<file path="src/rtl/apuf_pkg.sv">
// apuf_pkg: shared state type, default parameters and majority helper
// for the arbiter PUF blocks.
package apuf_pkg;
    typedef enum logic [2:0] {IDLE, APPLY, RISE, SAMPLE, FALL, DONE} apuf_state_t;
    localparam int APUF_CH_W = 32;
    localparam int APUF_SETTLE = 8;
    localparam int APUF_VOTES = 5;
    function automatic logic apuf_majority(input int ones, input int votes);
        return ones > votes / 2;
    endfunction
endpackage

</file>
<file path="src/rtl/apuf_if.sv">
// apuf_if: challenge request and voted response handshakes between a host
// and the PUF sequencer.
interface apuf_if import apuf_pkg::*; #(
    parameter int CH_W = APUF_CH_W,
    parameter int VOTES = APUF_VOTES
) ();
    localparam int CONF_W = $clog2(VOTES + 1);
    logic req_valid;
    logic req_ready;
    logic [CH_W-1:0] req_challenge;
    logic rsp_valid;
    logic rsp_ready;
    logic rsp_bit;
    logic [CONF_W-1:0] rsp_conf;
    modport master (
        output req_valid, req_challenge, rsp_ready,
        input req_ready, rsp_valid, rsp_bit, rsp_conf
    );
    modport slave (
        input req_valid, req_challenge, rsp_ready,
        output req_ready, rsp_valid, rsp_bit, rsp_conf
    );
endinterface

</file>
<file path="src/rtl/apuf_sync2.sv">
// apuf_sync2: two-flop synchronizer, both stages reset to 0.
module apuf_sync2 (
    input logic clk,
    input logic rst_n,
    input logic d,
    output logic q
);
    logic m;
    always_ff @(posedge clk or negedge rst_n) begin
        if (!rst_n) {q, m} <= 2'b00;
        else {q, m} <= {m, d};
    end
endmodule

</file>
<file path="src/rtl/apuf_ctrl.sv">
// apuf_ctrl: sequences an arbiter PUF race VOTES times per challenge and
// returns the majority-voted bit with the count of races that returned 1.
module apuf_ctrl import apuf_pkg::*; #(
    parameter int CH_W = APUF_CH_W,
    parameter int SETTLE = APUF_SETTLE,
    parameter int VOTES = APUF_VOTES
) (
    input logic clk,
    input logic rst_n,
    apuf_if.slave bus,
    output logic [CH_W-1:0] puf_challenge,
    output logic puf_launch,
    input logic puf_resp,
    output logic busy
);
    localparam int CW = $clog2(SETTLE + 1);
    localparam int VW = $clog2(VOTES + 1);
    if (VOTES < 1 || VOTES % 2 == 0 || SETTLE < 3) begin : g_bad_param
        $fatal(1, "apuf_ctrl: VOTES must be odd and >= 1, SETTLE must be >= 3");
    end
    apuf_state_t state;
    logic [CW-1:0] cnt;
    logic [VW-1:0] vidx;
    logic [VW-1:0] ones;
    logic resp_s;
    apuf_sync2 u_sync (.clk(clk), .rst_n(rst_n), .d(puf_resp), .q(resp_s));
    // rsp_valid follows DONE by one cycle so the response fields are settled first
    always_ff @(posedge clk or negedge rst_n) begin
        if (!rst_n) begin
            state <= IDLE;
            cnt <= '0;
            vidx <= '0;
            ones <= '0;
            puf_challenge <= '0;
            puf_launch <= 1'b0;
            busy <= 1'b0;
            bus.req_ready <= 1'b0;
            bus.rsp_valid <= 1'b0;
            bus.rsp_bit <= 1'b0;
            bus.rsp_conf <= '0;
        end else begin
            case (state)
                IDLE: begin
                    bus.req_ready <= 1'b1;
                    if (bus.req_valid && bus.req_ready) begin
                        puf_challenge <= bus.req_challenge;
                        ones <= '0;
                        vidx <= '0;
                        cnt <= CW'(SETTLE - 1);
                        busy <= 1'b1;
                        bus.req_ready <= 1'b0;
                        state <= APPLY;
                    end
                end
                APPLY: begin
                    cnt <= (cnt == 0) ? CW'(SETTLE - 1) : cnt - 1'b1;
                    puf_launch <= (cnt == 0);
                    if (cnt == 0) state <= RISE;
                end
                RISE: begin
                    cnt <= cnt - 1'b1;
                    if (cnt == 0) state <= SAMPLE;
                end
                SAMPLE: begin
                    ones <= ones + VW'(resp_s);
                    cnt <= CW'(SETTLE - 1);
                    puf_launch <= 1'b0;
                    state <= FALL;
                end
                FALL: begin
                    if (cnt != 0) cnt <= cnt - 1'b1;
                    else begin
                        vidx <= vidx + 1'b1;
                        cnt <= CW'(SETTLE - 1);
                        puf_launch <= (vidx != VW'(VOTES - 1));
                        state <= (vidx == VW'(VOTES - 1)) ? DONE : RISE;
                    end
                end
                DONE: begin
                    bus.rsp_bit <= apuf_majority(int'(ones), VOTES);
                    bus.rsp_conf <= ones;
                    bus.rsp_valid <= !(bus.rsp_valid && bus.rsp_ready);
                    if (bus.rsp_valid && bus.rsp_ready) begin
                        busy <= 1'b0;
                        bus.req_ready <= 1'b1;
                        state <= IDLE;
                    end
                end
                default: state <= IDLE;
            endcase
        end
    end
endmodule

</file>
<file path="src/flat_wrapper.sv">
// flat-port wrapper written by rule: the top's interface ports become plain ports
module apuf_ctrl_flat import apuf_pkg::*;
#(
    parameter int CH_W = APUF_CH_W,
    parameter int SETTLE = APUF_SETTLE,
    parameter int VOTES = APUF_VOTES
)
  (clk, rst_n, puf_challenge, puf_launch, puf_resp, busy, bus_req_valid, bus_req_challenge, bus_rsp_ready, bus_req_ready, bus_rsp_valid, bus_rsp_bit, bus_rsp_conf);
  apuf_if #(.CH_W(CH_W), .VOTES(VOTES)) bus_i ();
  input logic clk;
  input logic rst_n;
  output logic [CH_W-1:0] puf_challenge;
  output logic puf_launch;
  input logic puf_resp;
  output logic busy;
  input wire logic [$bits(bus_i.req_valid)-1:0] bus_req_valid;
  input wire logic [$bits(bus_i.req_challenge)-1:0] bus_req_challenge;
  input wire logic [$bits(bus_i.rsp_ready)-1:0] bus_rsp_ready;
  output wire logic [$bits(bus_i.req_ready)-1:0] bus_req_ready;
  output wire logic [$bits(bus_i.rsp_valid)-1:0] bus_rsp_valid;
  output wire logic [$bits(bus_i.rsp_bit)-1:0] bus_rsp_bit;
  output wire logic [$bits(bus_i.rsp_conf)-1:0] bus_rsp_conf;
  assign bus_i.req_valid = bus_req_valid;
  assign bus_i.req_challenge = bus_req_challenge;
  assign bus_i.rsp_ready = bus_rsp_ready;
  assign bus_req_ready = bus_i.req_ready;
  assign bus_rsp_valid = bus_i.rsp_valid;
  assign bus_rsp_bit = bus_i.rsp_bit;
  assign bus_rsp_conf = bus_i.rsp_conf;
  apuf_ctrl #(.CH_W(CH_W), .SETTLE(SETTLE), .VOTES(VOTES)) u_core (.clk(clk), .rst_n(rst_n), .bus(bus_i), .puf_challenge(puf_challenge), .puf_launch(puf_launch), .puf_resp(puf_resp), .busy(busy));
endmodule
</file>
<file path="config.mk">
export PLATFORM = sky130hd
export DESIGN_NAME = apuf_ctrl_flat
export DESIGN_NICKNAME = d
export VERILOG_FILES = /design/src/rtl/apuf_pkg.sv /design/src/rtl/apuf_if.sv /design/src/rtl/apuf_sync2.sv /design/src/rtl/apuf_ctrl.sv /design/src/flat_wrapper.sv
export SDC_FILE = /design/constraint.sdc
export NUM_CORES = 1
export LEC_CHECK = 0
export ABC_AREA = 1
export CAP_MARGIN = 10
export CORE_MARGIN = 2
export CORE_UTILIZATION = 50
export CTS_CLUSTER_DIAMETER = 50
export DETAILED_ROUTE_END_ITERATION = 6
export HOLD_SLACK_MARGIN = 0.08
export PLACE_DENSITY = 0.81
export SETUP_SLACK_MARGIN = 0.5
export SLEW_MARGIN = 10
export SYNTH_ARGS = -nofsm -noshare
export SYNTH_HDL_FRONTEND = slang
export SYNTH_SLANG_ARGS = --single-unit
export TNS_END_PERCENT = 30
</file>
<file path="constraint.sdc">
create_clock -name clk -period 3.1 [get_ports clk]
set_input_delay 0.62 -clock clk [delete_from_list [all_inputs] [get_ports clk]]
set_output_delay 0.62 -clock clk [all_outputs]
set_load 0.02 [all_outputs]
</file>
==> results.py <==
metrics = {
    "timing": {
        "relSlewSlack_pct": 63.06,
        "fin_crit_sh_pct": 62.81,
        "setup_tns_ns": 0,
        "worst_pin_slew_ns": 0.5540,
        "setup_viol": 0,
        "max_clock_freq_mhz": 513.6,
        "rsz0062_at_grt": "false",
        "hold_viol_final": 0,
        "report.final.slew_viol_count": 0,
        "skew_ns": 0.003328,
        "fin_crit_ns": 1.947,
    },
    "logic_synthesis": {
        "netlist_top_cells_count": "nand2_1, dfrtp_1, inv_1, nand3_1, nor2_1",
        "synth_most_common_cell": "nand2_1",
        "synth_edf_count": 0,
        "avgSynthCellArea_sq_um": 8.596,
        "synthCells": 293,
        "yosysTopAreaCell": "dfrtp_1",
        "ys_ff_latch": 55,
        "ys_seq_area_share_pct": 54.64,
        "synthArstFlopShare_pct": 100.0,
        "yosysUniqueCellTypes": 23,
        "synth_top_cell_area_share_pct": 54.64,
        "yosys_warnings": 0,
        "syn_nets": 335,
        "ys_top_cells_by_area": "dfrtp_1, nand2_1, nand3_1, inv_1, ha_1",
        "syn-cell-area_sq_mm": 0.002519,
        "ys.flop_type": "dfrtp_1",
    },
    "cts": {
        "cts_tree": "built",
        "cts_resized": 0,
        "numCtsBuffers": 5,
        "clk_latency_ns": 0.30,
        "root_buffer": "clkbuf_8",
        "cts_buffer_depth": 2,
        "clock-sinks": 55,
        "ctsHoldBuffers": 0,
        "cts_setup_buffers": 0,
        "htreeDepth": 2,
        "clk_pin_slew_ns": 0.09,
    },
    "placement": {
        "dp_hpwl_um": 3984,
        "port_buffers": 76,
        "gp_congestion": 0.8360,
        "place_area_sq_mm": 0.003269,
    },
    "global_route": {
        "grt_overflow": 0,
        "grt_max_degree": 38,
        "antenna_found_initial": 0,
        "grt_first_pass_wirelength_um": 9204,
        "grt_pass1_vias": 2181,
        "track_usage_pct": 21.45,
    },
    "drt": {
        "via_per_inst": 4.949,
        "num_vias": 2148,
        "firstDrtPassIters": 4,
        "drtAntennaViolNets": 0,
        "drc": 0,
        "wl_per_cell_um": 12.82,
        "dr.first_iter.drc_count": 151,
        "wl_um": 5565,
    },
    "critical_path": {
        "r2r_slack_ns": 1.40,
        "crit_required_ns": 2.48,
        "path_buf_inv": 1,
        "start_kind": "flop",
        "rr_worst_depth": 5,
        "reg2reg_to": "u_core.busy$_DFFE_PN0P_",
        "cp_num_cells": 1,
        "path_max_fanout": 2,
        "crit_chain": "clkdlybuf4s50_1",
        "worst_path_largest_cell_delay_ns": 0.62,
        "cp_top_family": "buffers and inverters",
        "critPathKind": "flop to primary output",
        "cpMaxStageDelayCell": "clkdlybuf4s50_1",
        "r2r-start": "u_core.state[2]$_DFFE_PN0P_",
        "cp-end-kind": "primary output",
        "cp.arrival_ns": 1.33,
    },
    "power": {
        "vdd_drop_max_v": 0.0002579,
        "power_density_mw_per_mm2": 376.2,
        "p_leak_nw": 1.749,
    },
    "cells_and_area": {
        "postLayoutCellArea_sq_mm": 0.003372,
        "fin_nets": 409,
        "final_layout_size_suffix_gt1_share_pct": 7.629,
        "post-route-util_pct": 70.46,
        "diodes": 0,
        "n_fill_cell": 367,
        "syn_to_final_growth_pct": 33.88,
    },
    "floorplanning": {
        "die_h_um": 74.98,
        "die_w_um": 74.98,
        "num_rows": 25,
        "dieArea_sq_mm": 0.005621,
        "num_io_pins": 77,
        "start_util_pct": 52.63,
        "core_sq_mm": 0.004786,
    },
    "hold_path": {
        "hold_class": "primary input to async pin",
    },
    "outcome": {
        "status": "completed",
    },
    "job": {
        "cap_violations": 0,
    },
}
## worst max path at each step
stage | start | end | slack [ns]
finish | u_core.puf_challenge[4]$_DFFE_PN0P_ | puf_challenge[4] | 1.15
detailed placement | bus_req_valid | u_core.puf_challenge[20]$_DFFE_PN0P_ | 1.07
floorplan | bus_req_valid | u_core.state[2]$_DFFE_PN0P_ | 1.74
global route | u_core.puf_challenge[4]$_DFFE_PN0P_ | puf_challenge[4] | 1.12
global placement | bus_req_valid | u_core.puf_challenge[2]$_DFFE_PN0P_ | 1.11
CTS | u_core.puf_challenge[4]$_DFFE_PN0P_ | puf_challenge[4] | 1.15
## report_power, final
group | leakage (nW) | total [mW] | switching (mW) | internal [mW]
Clock | 0.0513 | 0.457 | 0.220 | 0.237
Combinational | 0.965 | 0.0805 | 0.0322 | 0.0482
Sequential | 0.732 | 0.731 | 0.00621 | 0.724
## cell families (layout without fill, tap and decap cells)
| kind of cell | Yosys count | in the layout | synth area share, % |
|---|---|---|---|
| and+or+nand+nor | 184 | 184 | 31.40 |
| DFF | 55 | 55 | 54.64 |
| buffers and inverters | 30 | 104 | 7.303 |
| AOI/OAI and AO/OA | 17 | 17 | 3.477 |
| adders and majority gates | 5 | 5 | 2.484 |
| xor gates and xnor gates | 2 | 2 | 0.6956 |
## cell type report
class / count / area (sq um) / area share (%)
clock inverters: 1 / 30.03 / 0.8905
clock buffers: 6 / 72.57 / 2.152
multi-input cells: 208 / 958.4 / 28.42
repair buffers: 77 / 763.2 / 22.63
well taps: 67 / 83.83 / 2.486
flip-flops and latches: 55 / 1376 / 40.82
inverters: 20 / 87.58 / 2.597
## state kept, by name, indices dropped and copies added (netlist names), 3 cells and up
signal	flops
u_core.ones	3
u_core.vidx	3
u_core.cnt	4
u_core.bus.rsp_conf	3
u_core.state	3
u_core.puf_challenge	32
## per-layer routing
layer	wire, um	up-vias	GRT usage, %
met5	0	-	0
li1	-	1047	-
met1	2425	1022	25.81
met3	315	9	5.221
met2	2769	70	38.50
met4	55	0	5.556
## placed cells by master (no fill, tap or decap)
master	Yosys	layout
a21oi_1	3	3
buf_2	4	1
buf_4	0	1
bufinv_16	0	1
clkbuf_1	0	1
clkbuf_8	0	5
clkdlybuf4s50_1	0	75
dfrtp_1	55	55
ha_1	5	5
inv_1	17	17
inv_4	1	1
inv_6	2	2
nand2_1	134	134
nand2_2	10	10
nand2_4	1	1
nand2_8	1	1
nand3_1	17	17
nand3_2	1	1
nor2_1	16	16
nor2_2	2	2
nor2_8	1	1
o21ai_0	12	12
o22ai_1	2	2
or2_2	1	1
xnor2_1	1	1
xor2_1	1	1
## stage by stage
stage	worst slack (ns)	std cells	power [mW]	hold WS, ns
after CTS	1.145	434	1.276	0.3122
after global placement	1.115	427	0.8231	0.3355
after detailed placement	1.075	427	0.8260	0.3442
after floorplan	1.737	293	0.7590	0.3244
after global routing	1.123	434	1.313	0.3304
final	1.153	434	1.269	0.2924
Power figures use the tool's default switching activity.
